## src/rtl/mem_port_arbiter.sv

```systemverilog
// ============================================================================
// Module   : mem_port_arbiter
// Purpose  : Shares one memory port between instruction fetch and load/store,
//            with data priority bounded by a starvation limit.
// Revision : 1.0 - initial release
// ============================================================================
`default_nettype none

module mem_port_arbiter #(
    parameter int ADDR_W       = 64,
    parameter int DATA_W       = 64,
    parameter int STARVE_LIMIT = 4
) (
    input  logic                clk,
    input  logic                rst_n,
    input  logic                flush_in,
    input  logic                instr_read_in,
    input  logic [ADDR_W-1:0]   instr_address_in,
    output logic [DATA_W-1:0]   instr_read_value_out,
    output logic                instr_valid_out,
    input  logic                data_read_in,
    input  logic                data_write_in,
    input  logic [ADDR_W-1:0]   data_address_in,
    input  logic [DATA_W-1:0]   data_write_value_in,
    input  logic [DATA_W/8-1:0] data_write_mask_in,
    output logic [DATA_W-1:0]   data_read_value_out,
    output logic                data_valid_out,
    output logic                mem_req_out,
    output logic                mem_write_out,
    output logic [ADDR_W-1:0]   mem_address_out,
    output logic [DATA_W-1:0]   mem_write_value_out,
    output logic [DATA_W/8-1:0] mem_write_mask_out,
    input  logic                mem_ack_in,
    input  logic [DATA_W-1:0]   mem_read_value_in,
    output logic                stall_fetch_out,
    output logic                stall_mem_out
);

    localparam logic [3:0] c_starve_limit = 4'(STARVE_LIMIT);

    typedef enum logic [1:0] {
        S_IDLE  = 2'd0,
        S_IBUSY = 2'd1,
        S_DBUSY = 2'd2,
        S_RESP  = 2'd3
    } state_t;

    state_t     r_state;
    logic [3:0] r_starve_cnt;
    logic       r_discard;
    logic       r_instr_valid;

    logic w_data_req;
    logic w_data_grant;

    assign w_data_req   = data_read_in | data_write_in;
    assign w_data_grant = w_data_req & ((r_starve_cnt < c_starve_limit) | ~instr_read_in);

    // A flush during the response cycle still kills the fetch completion.
    assign instr_valid_out = r_instr_valid & ~flush_in;
    assign stall_fetch_out = instr_read_in & ~instr_valid_out;
    assign stall_mem_out   = w_data_req & ~data_valid_out;

    always_ff @(posedge clk or negedge rst_n) begin
        if (!rst_n) begin
            r_state              <= S_IDLE;
            r_starve_cnt         <= 4'd0;
            r_discard            <= 1'b0;
            r_instr_valid        <= 1'b0;
            instr_read_value_out <= '0;
            data_read_value_out  <= '0;
            data_valid_out       <= 1'b0;
            mem_req_out          <= 1'b0;
            mem_write_out        <= 1'b0;
            mem_address_out      <= '0;
            mem_write_value_out  <= '0;
            mem_write_mask_out   <= '0;
        end else begin
            case (r_state)
                S_IDLE: begin
                    r_discard <= 1'b0;
                    if (w_data_grant) begin
                        r_state             <= S_DBUSY;
                        mem_req_out         <= 1'b1;
                        mem_write_out       <= data_write_in;
                        mem_address_out     <= data_address_in;
                        mem_write_value_out <= data_write_value_in;
                        mem_write_mask_out  <= data_write_mask_in;
                        if (instr_read_in) begin
                            if (r_starve_cnt < c_starve_limit) begin
                                r_starve_cnt <= r_starve_cnt + 4'd1;
                            end
                        end else begin
                            r_starve_cnt <= 4'd0;
                        end
                    end else if (instr_read_in) begin
                        r_state             <= S_IBUSY;
                        mem_req_out         <= 1'b1;
                        mem_write_out       <= 1'b0;
                        mem_address_out     <= instr_address_in;
                        mem_write_value_out <= '0;
                        mem_write_mask_out  <= '0;
                        r_starve_cnt        <= 4'd0;
                    end
                end
                S_IBUSY: begin
                    if (flush_in) begin
                        r_discard <= 1'b1;
                    end
                    if (mem_ack_in) begin
                        mem_req_out <= 1'b0;
                        r_state     <= S_RESP;
                        // Flushed fetches finish on the bus but never reach fetch.
                        if (!(r_discard || flush_in)) begin
                            instr_read_value_out <= mem_read_value_in;
                            r_instr_valid        <= 1'b1;
                        end
                    end
                end
                S_DBUSY: begin
                    if (mem_ack_in) begin
                        mem_req_out    <= 1'b0;
                        r_state        <= S_RESP;
                        data_valid_out <= 1'b1;
                        if (!mem_write_out) begin
                            data_read_value_out <= mem_read_value_in;
                        end
                    end
                end
                S_RESP: begin
                    r_state        <= S_IDLE;
                    r_instr_valid  <= 1'b0;
                    data_valid_out <= 1'b0;
                    r_discard      <= 1'b0;
                end
                default: begin
                    r_state <= S_IDLE;
                end
            endcase
        end
    end

endmodule

`default_nettype wire
```

## config.mk

```make
export PLATFORM = sky130hd
export DESIGN_NAME = mem_port_arbiter
export DESIGN_NICKNAME = d
export VERILOG_FILES = /design/src/rtl/mem_port_arbiter.sv
export SDC_FILE = /design/constraint.sdc
export NUM_CORES = 1
export LEC_CHECK = 0
export BUFFER_PORTS_ARGS = -buffer_cell sky130_fd_sc_hd__buf_4
export CAP_MARGIN = 20
export CORE_AREA = 3 3 207 209
export DETAILED_ROUTE_END_ITERATION = 7
export DIE_AREA = 0 0 210 212
export PLACE_DENSITY = 0.64
export SLEW_MARGIN = 20
export SYNTH_ARGS = -nofsm -noshare
export SYNTH_HDL_FRONTEND = slang
export SYNTH_SLANG_ARGS = --single-unit
export TNS_END_PERCENT = 30
```

## constraint.sdc

```tcl
create_clock -name clk -period 1.9 [get_ports clk]
set_input_delay 0.19 -clock clk [delete_from_list [all_inputs] [get_ports clk]]
set_output_delay 0.19 -clock clk [all_outputs]
set_load 0.01 [all_outputs]
```

; Yosys cells after proc, flatten, opt, wreduce, memory -nomap -nowiden
; Cells that the tools add are included.
[classes]
add_sub_neg = 1
n_lt_le_gt_ge = 1
n_eq_ne = 10
n_mux = 27
n_bitwise = 12
n_reduce_logical = 18
[op_table]
columns = operator, n
row1 = $mux W64, 4
row2 = $mux W4, 4
row3 = $mux W8, 2
row4 = $reduce_and A3 Y1, 5
row5 = $reduce_bool A2 Y1, 5
row6 = $mux W1, 9
row7 = $ne A2 B2 Y1 const B, 4
row8 = $pmux W1 S2, 4
row9 = $reduce_and A2 Y1, 4
row10 = $mux W2, 3
row11 = $not A1 Y1, 6
row12 = $pmux W2 S3, 1
row13 = $add A4 B1 Y4 const B, 1
row14 = $and A1 B1 Y1, 4
row15 = $eq A2 B2 Y1 const B, 2
row16 = $lt A4 B3 Y1 const B, 1
row17 = $reduce_or A2 Y1, 2
row18 = $ne A3 B2 Y1 const B, 1
row19 = $ne A3 B3 Y1 const B, 1
row20 = $eq A2 B1 Y1 const B, 1
row21 = $logic_not A2 Y1, 1
row22 = $ne A2 B1 Y1 const B, 1
row23 = $or A1 B1 Y1, 2
row24 = $logic_or A1 B1 Y1, 1
[totals]
register_bits = 275
in_bits = 271
output_inout_bits = 270
elab_cells = 81

; Logic depth before layout (Yosys ltp)
; Gate-level depths: netlist (run 1).
[logic_depth]
depth_word = 5
ltp_mapped = 7
ltp_nobuf = 5

; Least setup slack after synthesis (run 1)
; Ideal clock, no wire load.
[synth_timing]
path_type = reg-to-reg
from = register r_state[1]
to = register instr_read_value_out[33]
setup_ps = 125
arrival_time_ps = 1657
required_ps = 1775
path_slack_ps = 119
path_stages_with_launch = 7
path_buffers = 2
synth_period_minus_slack_ps = 1781
cell_sequence = dfrtp_1 inv_1 ha_1 and4bb_2 buf_2 buf_2 mux2_2
[synth_via]
elab_chain_cells = 2
[synth_lines]
columns = element, line_no
row1 = "start, declared", 48  ; state_t r_state;
row2 = "start signal, assigned", 66  ; r_state <= S_IDLE;
row3 = "start signal, assigned", 83  ; r_state <= S_DBUSY;
row4 = "start signal, assigned", 97  ; r_state <= S_IBUSY;
row5 = $eq A2 B1 Y1, 79  ; case (r_state)
row6 = $reduce_and A3 Y1 (no line), --
row7 = "end signal, assigned", 115  ; instr_read_value_out <= mem_read_value_in;
row8 = "end, declared", 19  ; output logic [DATA_W-1:0] instr_read_value_out,
; No other way between the ends.
; A chain may end at the register's enable or synchronous reset.

; Final worst setup path (run 1)
[layout_timing]
from = register r_state[1]
to = register instr_read_value_out[55]
; Same word-level chain as after synthesis.

==> results of run 1 <==
==> area by class of cell <==
cell class | instances | area (µm²) | area share (%)
tap | 532 | 666 | 3.39
inverter | 4 | 15.0 | 0.0764
clock inverter | 16 | 221 | 1.13
antenna | 4 | 10.0 | 0.0509
timing repair buffer | 847 | 7270 | 37.0
clock buffer | 41 | 843 | 4.29
multi-input combinational | 502 | 3730 | 19.0
sequential | 275 | 6880 | 35.0
==> worst max-delay path, delay by kind of cell (launching register included) <==
family / cells / cell delay, ns
simple gates: 1 / 0.34
fa+ha+maj: 1 / 0.23
buf+inv: 2 / 0.36
flops: 1 / 0.40
mux: 1 / 0.35
==> sequential cells by signal, indices dropped and copies added, names as in the netlist <==
register / cells
r_instr_valid: 1
instr_read_value_out: 64
r_starve_cnt: 4
mem_write_mask_out: 8
mem_write_value_out: 64
data_valid_out: 1
mem_req_out: 1
r_discard: 1
mem_address_out: 64
mem_write_out: 1
r_state: 2
data_read_value_out: 64
==> worst max-delay path by stage <==
stage	start	endpoint	slack (ns)	cells past startpoint
final	r_state[1]$_DFFE_PN0P_	instr_read_value_out[55]$_DFFE_PN0P_	0.1	5
after global routing	r_state[1]$_DFFE_PN0P_	instr_read_value_out[48]$_DFFE_PN0P_	0.01	5
after CTS	r_state[1]$_DFFE_PN0P_	instr_read_value_out[60]$_DFFE_PN0P_	0.04	5
after detailed placement	r_state[1]$_DFFE_PN0P_	instr_read_value_out[60]$_DFFE_PN0P_	0.06	5
after global placement	r_state[1]$_DFFE_PN0P_	instr_read_value_out[29]$_DFFE_PN0P_	0.09	5
after floorplan	r_state[1]$_DFFE_PN0P_	instr_read_value_out[33]$_DFFE_PN0P_	0.12	6
==> synth_stat cells (4+ instances only) <==
| master | number |
|---|---|
| mux2_1 | 33 |
| ha_1 | 6 |
| mux2_2 | 97 |
| a22o_1 | 73 |
| nor2_1 | 68 |
| nor2b_1 | 4 |
| buf_2 | 29 |
| buf_4 | 4 |
| inv_1 | 4 |
| a21oi_1 | 69 |
| buf_6 | 7 |
| dfrtp_1 | 275 |
| clkbuf_1 | 26 |
| a31oi_1 | 66 |
| buf_1 | 6 |
| o21ai_0 | 65 |
==> what timing repair did <==
item                       in CTS  in global routing
setup buffers                   0                  1
setup endpoints to repair       0                 24
hold buffers                  268                  0
hold endpoints to repair      513                  0
resized for setup               0                  2
==> cell families after synthesis <==
family | count (synthesis) | synth area share, %
compound gates | 282 | 16.5
flops | 275 | 62.7
mux | 131 | 13.4
simple gates | 83 | 3.20
buf+inv | 77 | 3.59
fa+ha+maj | 6 | 0.684
==> through the flow <==
| step | instance area, µm² | setup WS, ns | hold WS (ns) | cells | power, mW |
|---|---|---|---|---|---|
| 2_1_floorplan | 11000 | 0.119 | -0.106 | 854 | 16.3 |
| 3_3_place_gp | 15900 | 0.0945 | 0.145 | 1891 | 23.2 |
| 3_5_place_dp | 15900 | 0.0569 | 0.150 | 1891 | 23.5 |
| 4_1_cts | 19600 | 0.0450 | 0.0159 | 2216 | 30.4 |
| 5_1_grt | 19600 | 0.0130 | 0.0799 | 2220 | 31.9 |
| 6_report | 19600 | 0.0996 | 0.0822 | 2221 | 30.3 |
==> per-layer routing <==
| metal | track usage (%) | vias to the layer above | wire (µm) |
|---|---|---|---|
| met5 | 0 | - | 13 |
| met4 | 8.21 | 2 | 1810 |
| met3 | 4.26 | 103 | 3430 |
| met2 | 32.5 | 563 | 21800 |
| met1 | 22.1 | 5223 | 16800 |
| li1 | - | 4745 | - |
==> cells in the final DEF, fill, tap and decap left out, types with 2 or more instances in the layout <==
cell           netlist  routed
a22o_1              73      73
clkinv_2             0       6
inv_6                0       2
mux2_1              33      33
a21oi_1             69      69
clkinvlp_4           0       2
ha_1                 6       4
nor2b_1              4       4
a31oi_1             66      66
nand3b_1             2       2
ha_2                 0       2
nand2_1              2       2
mux2_2              97      97
clkbuf_8             0       3
inv_1                4       4
buf_4                4     559
bufinv_16            0       5
buf_12               0      19
nor2_1              68      67
clkbuf_1            26       7
dlygate4sd3_1        0     268
dfrtp_1            275     275
diode_2              0       4
o21ai_0             65      65
clkbuf_16            0      31
==> power breakdown <==
part	internal, mW	switching (mW)
Clock	3.80	2.45
Sequential	8.76	1.78
Combinational	7.19	6.29
Total	19.7	10.5
==> metrics.md, run 1 <==
| Metric | Value |
|---|---|
| Wire per inst | 19.7 µm |
| Final global-route overflow total | 0 |
| Overall Global Routing Usage | 18.6% |
| Core Area | 0.0410 mm² |
| H-tree Lvls | 1 |
| Std-Cell Rows | 74 |
| Initial Utilization | 26.8% |
| Period utilization | 94.8% |
| Hold EP | mem_address_out[63]$_DFFE_PN0P_ |
| Worst-skew pair later-pin latency | 0.56 ns |
| Worst vdd ir | 0.000842 V |
| Largest cells by area after synthesis | dfrtp_1 63%, mux2_2 9.9%, a22o_1 5.8% |
| Max-cap violations | 0 |
| Violation count after the first detailed-routing iteration | 693 |
| # setup viols final | 0 |
| Initial antenna violation count | 4 |
| Die H | 212 µm |
| Area share of the largest cell type after synthesis | 62.7% |
| Yosys reg bits | 275 |
| CP max FO | 25 |
| Residual DRC | 0 |
| Routed Wire Length | 43,800 µm |
| Crit path DAT | 2.24 ns |
| Highest clock rate | 555 MHz |
| Syn_nets | 1,131 |
| Unrepaired setup endpoints after global routing | no |
| Slowest CP cell | dfrtp_1 |
| Worst-margin pin slew | 0.450 ns |
| CTS tree | built |
| Max incr delay on CP | 0.40 ns |
| Synth Flop Type | dfrtp_1 |
| Nets | 1,938 |
| Synth Cell Area | 0.0110 mm² |
| Hold Crit Start | data_address_in[63] |
| Ys Warns | 0 |
| Crit Path Class | reg -> reg |
| Hold crit path type | in -> reg |
| Worst R2R Path Depth | 5 |
| Sink Count | 275 |
| Synth-to-layout area growth | 78.9% |
| DP HPWL | 29,200 µm |
| Number of global-route vias before repair | 11,400 |
| Port Buffer Count | 540 |
| WP data required | 2.34 ns |
| Num CTS Buffers | 31 |
| Power per Cell Area | 1540 mW/mm² |
| GPL Wtd Cong | 0.782 |
| Antenna Violating Nets Remaining | 0 |
| Syn_area_per_cell | 12.9 µm² |
| Die Area | 0.0445 mm² |
| R2R setup slack | 0.1 ns |
| Reg-to-Reg End | instr_read_value_out[55]$_DFFE_PN0P_ |
| Vias/cell | 4.79 |
| Crit path capture type | flop |
| Tmin final | 1.80 ns |
| Share of layout cells above drive strength 1 | 43.7% |
| Setup_tns | 0 ns |
| Router iterations before antenna repair | 5 |
| Fin. Hold Viols | 0 |
| Async S/R FF share, synth | 100% |
| Crit start category | flop |
| Io pins | 541 |
| Max Slew Vio Count | 0 |
| Critical-path cell list | inv_1, ha_2, and4bb_4, buf_12, mux2_1 |
| First-pass GRT wire length | 66,000 µm |
| Netlist cell types | 36 |
| Gate Count Post-Synth | 854 |
| Clock buffer depth | 3 |
| Final setup skew | 0.00829 ns |
| Static leakage | 9.13 nW |
| DR vias | 10,600 |
| Largest net degree at the start of global routing | 69 |
| Clock Pin Slew Worst Setup and Hold Paths | 0.06 ns |
| Layout Utilization | 47.9% |
| Post-synth EDFFs | 0 |
| Layout fillers | 3,444 |
| Post-synth top area cell | dfrtp_1 |
| Root Driver | clkbuf_16 |
| Worst Hold Depth | 3 |
| Status | finished, final reports clean |
| Slew headroom | 70.0% |
| Die X | 210 µm |
| Share of the yosys chip area belonging to registers | 62.7% |
| Reg2reg start | r_state[1]$_DFFE_PN0P_ |
Note: power is estimated with default switching activity, not from simulation.
==> run 2, diff against run 1 <==
--- a/config.mk
+++ b/config.mk
@@ -7,10 +7,11 @@
 export LEC_CHECK = 0
 export BUFFER_PORTS_ARGS = -buffer_cell sky130_fd_sc_hd__buf_4
 export CAP_MARGIN = 20
-export CORE_AREA = 3 3 207 209
+export CORE_AREA = 2 2 213 215
+export CTS_BUF_LIST = sky130_fd_sc_hd__clkbuf_4 sky130_fd_sc_hd__clkbuf_8
 export DETAILED_ROUTE_END_ITERATION = 7
-export DIE_AREA = 0 0 210 212
-export PLACE_DENSITY = 0.64
+export DIE_AREA = 0 0 215 217
+export PLACE_DENSITY = 0.59
 export SLEW_MARGIN = 20
 export SYNTH_ARGS = -nofsm -noshare
 export SYNTH_HDL_FRONTEND = slang
==> constraint.sdc (replaced) <==
create_clock -name clk -period 2.1 [get_ports clk]
set_input_delay 0.21 -clock clk [delete_from_list [all_inputs] [get_ports clk]]
set_output_delay 0.21 -clock clk [all_outputs]
set_load 0.01 [all_outputs]
==> run 2 against run 1 <==
- sequential share of layout area is 0.10 points higher
- worst setup slack better by 0.012 ns
- combinational power is 11% lower
- total power is 12% lower
- critical path type is now in -> out
- non-clock buffer count is 4 lower
- clock skew is 0.016 ns higher
- final area is 0.29% lower
- largest cell class unchanged
==> metrics.md, run 2 (synthesis results as in run 1) <==
| Metric | Value |
|---|---|
| Synth-to-layout area growth | 78.4% |
| Largest net degree at the start of global routing | 75 |
| Crit Path Class | in -> out |
| Initial antenna violation count | 2 |
| Highest clock rate | 503 MHz |
| Tmin final | 1.99 ns |
| Clock Pin Slew Worst Setup and Hold Paths | 0.06 ns |
| Crit path DAT | 1.78 ns |
| Die H | 217 µm |
| First-pass GRT wire length | 64,000 µm |
| Router iterations before antenna repair | 6 |
| Most frequent cells in the layout | 558 x buf_4, 275 x dfrtp_1, 269 x dlygate4sd3_1 |
| Port Buffer Count | 540 |
| Crit path capture type | primary output |
| Initial Utilization | 24.6% |
| Final setup skew | 0.0244 ns |
| Antenna Violating Nets Remaining | 0 |
| Final global-route overflow total | 0 |
| Nets | 1,953 |
| Clock buffer depth | 3 |
| Setup_tns | 0 ns |
| Worst-margin pin slew | 0.606 ns |
| Post-CTS Setup Bufs | 0 |
| Power per Cell Area | 1360 mW/mm² |
| Share of layout cells above drive strength 1 | 44.7% |
| Die Area | 0.0467 mm² |
| Residual DRC | 0 |
| Worst vdd ir | 0.000584 V |
| Period utilization | 94.7% |
| GPL Wtd Cong | 0.826 |
| Routed Wire Length | 41,700 µm |
| Status | finished, final reports clean |
| DR vias | 10,500 |
| Dpl cell area | 0.0159 mm² |
| Slew headroom | 59.6% |
| Std-Cell Rows | 78 |
| CP max FO | 62 |
| Violation count after the first detailed-routing iteration | 514 |
| Crit start category | input pin |
| Sink Count | 275 |
| Io pins | 541 |
| Fin. Hold Viols | 0 |
| Num CTS Buffers | 50 |
| Overall Global Routing Usage | 17.3% |
| Static leakage | 9.12 nW |
| Fin area | 0.0196 mm² |
| WP data required | 1.89 ns |
| Worst-skew pair later-pin latency | 0.59 ns |
| Root Driver | clkbuf_8 |
| Core Area | 0.0447 mm² |
| Die X | 215 µm |
| Ant. Diodes | 0 |
| CTS tree | built |
| Commonest non-fill, non-tap cell in the layout | buf_4 |
| Wire per inst | 18.0 µm |
| Max-cap violations | 0 |
| Unrepaired setup endpoints after global routing | no |
| # setup viols final | 0 |
| Max Slew Vio Count | 0 |
| Hold crit path type | in -> reg |
| DP HPWL | 26,900 µm |
| Vias/cell | 4.56 |
| H-tree Lvls | 2 |
| Number of global-route vias before repair | 11,200 |
run 2: per-layer routing:
| metal | wire length (µm) | track usage [%] |
|---|---|---|
| met5 | 27 | 0 |
| met4 | 1400 | 6.85 |
| met3 | 2860 | 4.42 |
| met2 | 21000 | 30.4 |
| met1 | 16300 | 20.3 |
run 2: power breakdown:
part	internal (mW)	switching, mW	total (mW)
logic	6.45	5.52	12.0
clock network	2.95	2.25	5.21
registers	7.92	1.56	9.48
run 2: timing repair:
item / 4_1_cts / 5_1_grt
gates resized for setup: 0 / 0
hold buffers: 269 / 0
endpoints found under the hold margin: 460 / 0
run 2: critical path, stage by stage:
cell and delay (ns):
dlygate4sd3_1 0.58, buf_4 0.18, nor2_4 0.25, buf_12 0.28, nor2_1 0.07, buf_4 0.15
run 2: stage by stage:
stage          hold slack, ns  power [mW]  setup WS (ns)  util [%]  std cells
5_1_grt                0.0671        28.3         0.0506      43.8       2309
4_1_cts                0.0267        26.8         0.0951      43.8       2309
3_3_place_gp            0.179        20.8          0.274      35.5       1955
6_report               0.0906        26.7          0.111      43.8       2309
2_1_floorplan         -0.0856        14.7          0.319         -        854
3_5_place_dp            0.185        21.1          0.227      35.5       1955
run 2: area by class of cell:
type,instances,area [µm²]
Tap cell,600,751
Clock buffer,76,940
Sequential cell,275,6880
Clock inverter,9,75.1
Fill cell,4082,25100
Inverter,4,15.0
Timing Repair Buffer,843,7200
Multi-Input combinational cell,502,3730
run 2: worst paths after layout:
kind                                                      startpoint                                   end  slack (ns)  depth (start not counted)
worst max-delay path                                   data_write_in                         stall_mem_out        0.11                          6
worst max register to register                r_state[1]$_DFFE_PN0P_  instr_read_value_out[10]$_DFFE_PN0P_        0.21                          5
worst min-delay path                                    data_read_in       mem_address_out[12]$_DFFE_PN0P_        0.09                          4
max in group asynchronous                                      rst_n   data_read_value_out[26]$_DFFE_PN0P_        1.23                          3
worst min register to register  instr_read_value_out[59]$_DFFE_PN0P_  instr_read_value_out[59]$_DFFE_PN0P_        0.48                          1
min in group asynchronous                                      rst_n   data_read_value_out[49]$_DFFE_PN0P_        0.13                          2
==> run 3, diff against run 2 <==
--- a/config.mk
+++ b/config.mk
@@ -11,7 +11,8 @@
 export CTS_BUF_LIST = sky130_fd_sc_hd__clkbuf_4 sky130_fd_sc_hd__clkbuf_8
 export DETAILED_ROUTE_END_ITERATION = 7
 export DIE_AREA = 0 0 215 217
-export PLACE_DENSITY = 0.59
+export PLACE_DENSITY = 0.58
+export RECOVER_POWER = 25
 export SLEW_MARGIN = 20
 export SYNTH_ARGS = -nofsm -noshare
 export SYNTH_HDL_FRONTEND = slang
==> run 3 against run 2 <==
- the flow now finishes with violations (max-capacitance violations, max-slew violations)
- global-route usage barely moved
- non-clock buffer count decreased by 11
- hold slack gained 0.068 ns
- total power is 0.44% lower
- final cell count decreased by 0.39%
- critical path depth stayed put
- combinational power barely moved
- maximum frequency increased by 8.3%
- clock power rose by 3%
- sequential cell count stayed put
- critical path type is now reg -> reg
- highest routed layer unchanged
==> metrics.md, run 3 (synthesis results as in run 1) <==
| Metric | Value |
|---|---|
| Status | finished with violations |
| Failing checks | max-capacitance violations, max-slew violations |
| Hold crit path type | in -> reg |
| WP data required | 2.62 ns |
| Synth-to-layout area growth | 77.3% |
| # setup viols final | 0 |
| Router iterations before antenna repair | 5 |
| Routed Wire Length | 41,500 µm |
| Initial antenna violation count | 2 |
| Overall Global Routing Usage | 17.3% |
| Wire per inst | 18.0 µm |
| H-tree Lvls | 2 |
| CTS tree | built |
| Post-cts repair resize count | 0 |
| Root Driver | clkbuf_8 |
| Setup_tns | 0 ns |
| Io pins | 541 |
| Crit path DAT | 2.36 ns |
| Antenna Violating Nets Remaining | 0 |
| Max Slew Vio Count | 50 |
| Reg2reg start | r_state[0]$_DFFE_PN0P_ |
| Num CTS Buffers | 49 |
| Commonest non-fill, non-tap cell in the layout | buf_4 |
| Share of layout cells above drive strength 1 | 44.3% |
| Violation count after the first detailed-routing iteration | 570 |
| Core Area | 0.0447 mm² |
| Hold_ws | 0.159 ns |
| Final setup skew | 0.0260 ns |
| Hold Crit Start | data_read_in |
| Crit start category | flop |
| Worst-margin pin slew | 1.54 ns |
| Unrepaired setup endpoints after global routing | no |
| Max-cap violations | 1 |
| Clock Pin Slew Worst Setup and Hold Paths | 0.06 ns |
| Slew headroom | -2.61% |
| Sink Count | 275 |
| Largest net degree at the start of global routing | 73 |
| Crit Path Class | reg -> reg |
| Dpl cell area | 0.0157 mm² |
| DP HPWL | 26,100 µm |
| Vias/cell | 4.58 |
| Static leakage | 9.05 nW |
| Fin area | 0.0195 mm² |
| Residual DRC | 0 |
| Number of global-route vias before repair | 11,300 |
| Power per Cell Area | 1360 mW/mm² |
| CP max FO | 42 |
| Tmin final | 1.84 ns |
| Std-Cell Rows | 78 |
| Die X | 215 µm |
| DR vias | 10,500 |
| Worst vdd ir | 0.000582 V |
| Die Area | 0.0467 mm² |
| Crit path capture type | flop |
| Initial Utilization | 24.6% |
| Nets | 1,941 |
| Clock buffer depth | 3 |
| Fin. Hold Viols | 0 |
| GPL Wtd Cong | 0.812 |
| Worst-skew pair later-pin latency | 0.61 ns |
| Die H | 217 µm |
| Most frequent cells in the layout | 547 x buf_4, 275 x dfrtp_1, 269 x dlygate4sd3_1 |
| Crit path launch | r_state[0]$_DFFE_PN0P_ |
| Final global-route overflow total | 0 |
| Highest clock rate | 545 MHz |
| Period utilization | 87.4% |
| First-pass GRT wire length | 64,300 µm |
| Port Buffer Count | 540 |
-- run 3: cell types whose count changed in the layout (fill, tap and decap cells not counted), moves of 2 or more --
cell,change
clkbuf_1,+2
buf_4,-11
clkbuf_2,+3
inv_6,+2
clkinv_2,-3
clkbuf_8,+3
buf_12,-4
-- run 3: final timing paths --
check | to | slack [ns] | cells past startpoint
worst min register to register | r_starve_cnt[0]$_DFFE_PN0P_ | 0.48 | 1
max in group asynchronous | instr_read_value_out[30]$_DFFE_PN0P_ | 0.43 | 3
worst max-delay path | mem_address_out[63]$_DFFE_PN0P_ | 0.26 | 6
worst min-delay path | r_starve_cnt[0]$_DFFE_PN0P_ | 0.16 | 5
worst max register to register | mem_address_out[63]$_DFFE_PN0P_ | 0.26 | 6
min in group asynchronous | data_read_value_out[35]$_DFFE_PN0P_ | 0.54 | 2
-- run 3: what timing repair did --
action / CTS / global route
hold endpoints to repair: 503 / 0
setup buffers: 0 / 0
hold buffers: 269 / 0
-- run 3: cell type report --
| class | instances | area, µm² |
|---|---|---|
| Multi-Input combinational cell | 502 | 3730 |
| Antenna cell | 1 | 2.50 |
| Clock buffer | 79 | 981 |
| Timing Repair Buffer | 832 | 7040 |
| Sequential cell | 275 | 6880 |
| Tap cell | 600 | 751 |
| Inverter | 4 | 15.0 |
| Clock inverter | 7 | 70.1 |
| Fill cell | 4094 | 25200 |
-- run 3: worst max-delay path, cell delays in order, from the launching register on --
cell and delay (ns):
dfrtp_1 0.40, inv_1 0.10, ha_1 0.29, o31ai_4 0.13
buf_4 0.49, a31oi_1 0.10, a21oi_1 0.20
-- run 3: stage by stage --
stage          utilization (%)  power (mW)  std cells  setup slack (ns)
3_5_place_dp              35.2        20.8       1944             0.326
3_3_place_gp              35.2        20.6       1944             0.339
6_report                  43.6        26.5       2300             0.264
4_1_cts                   43.6        26.9       2299             0.299
2_1_floorplan                -        14.7        854             0.319
5_1_grt                   43.6        28.2       2299             0.107
-- run 3: metal layers --
layer	share of wire, %	up-vias	global-route usage, %
met5	0.051	-	0
met1	40	5171	20.6
met4	3.4	4	6.90
met3	7.0	102	4.54
met2	50	496	29.8
li1	-	4755	-
-- run 3: report_power, final --
part           internal (mW)  switching (mW)  leakage [nW]
combinational           6.28            5.49          5.20
clock                   3.07            2.30         0.559
sequential              7.92            1.49          3.29
total                   17.3            9.28          9.05
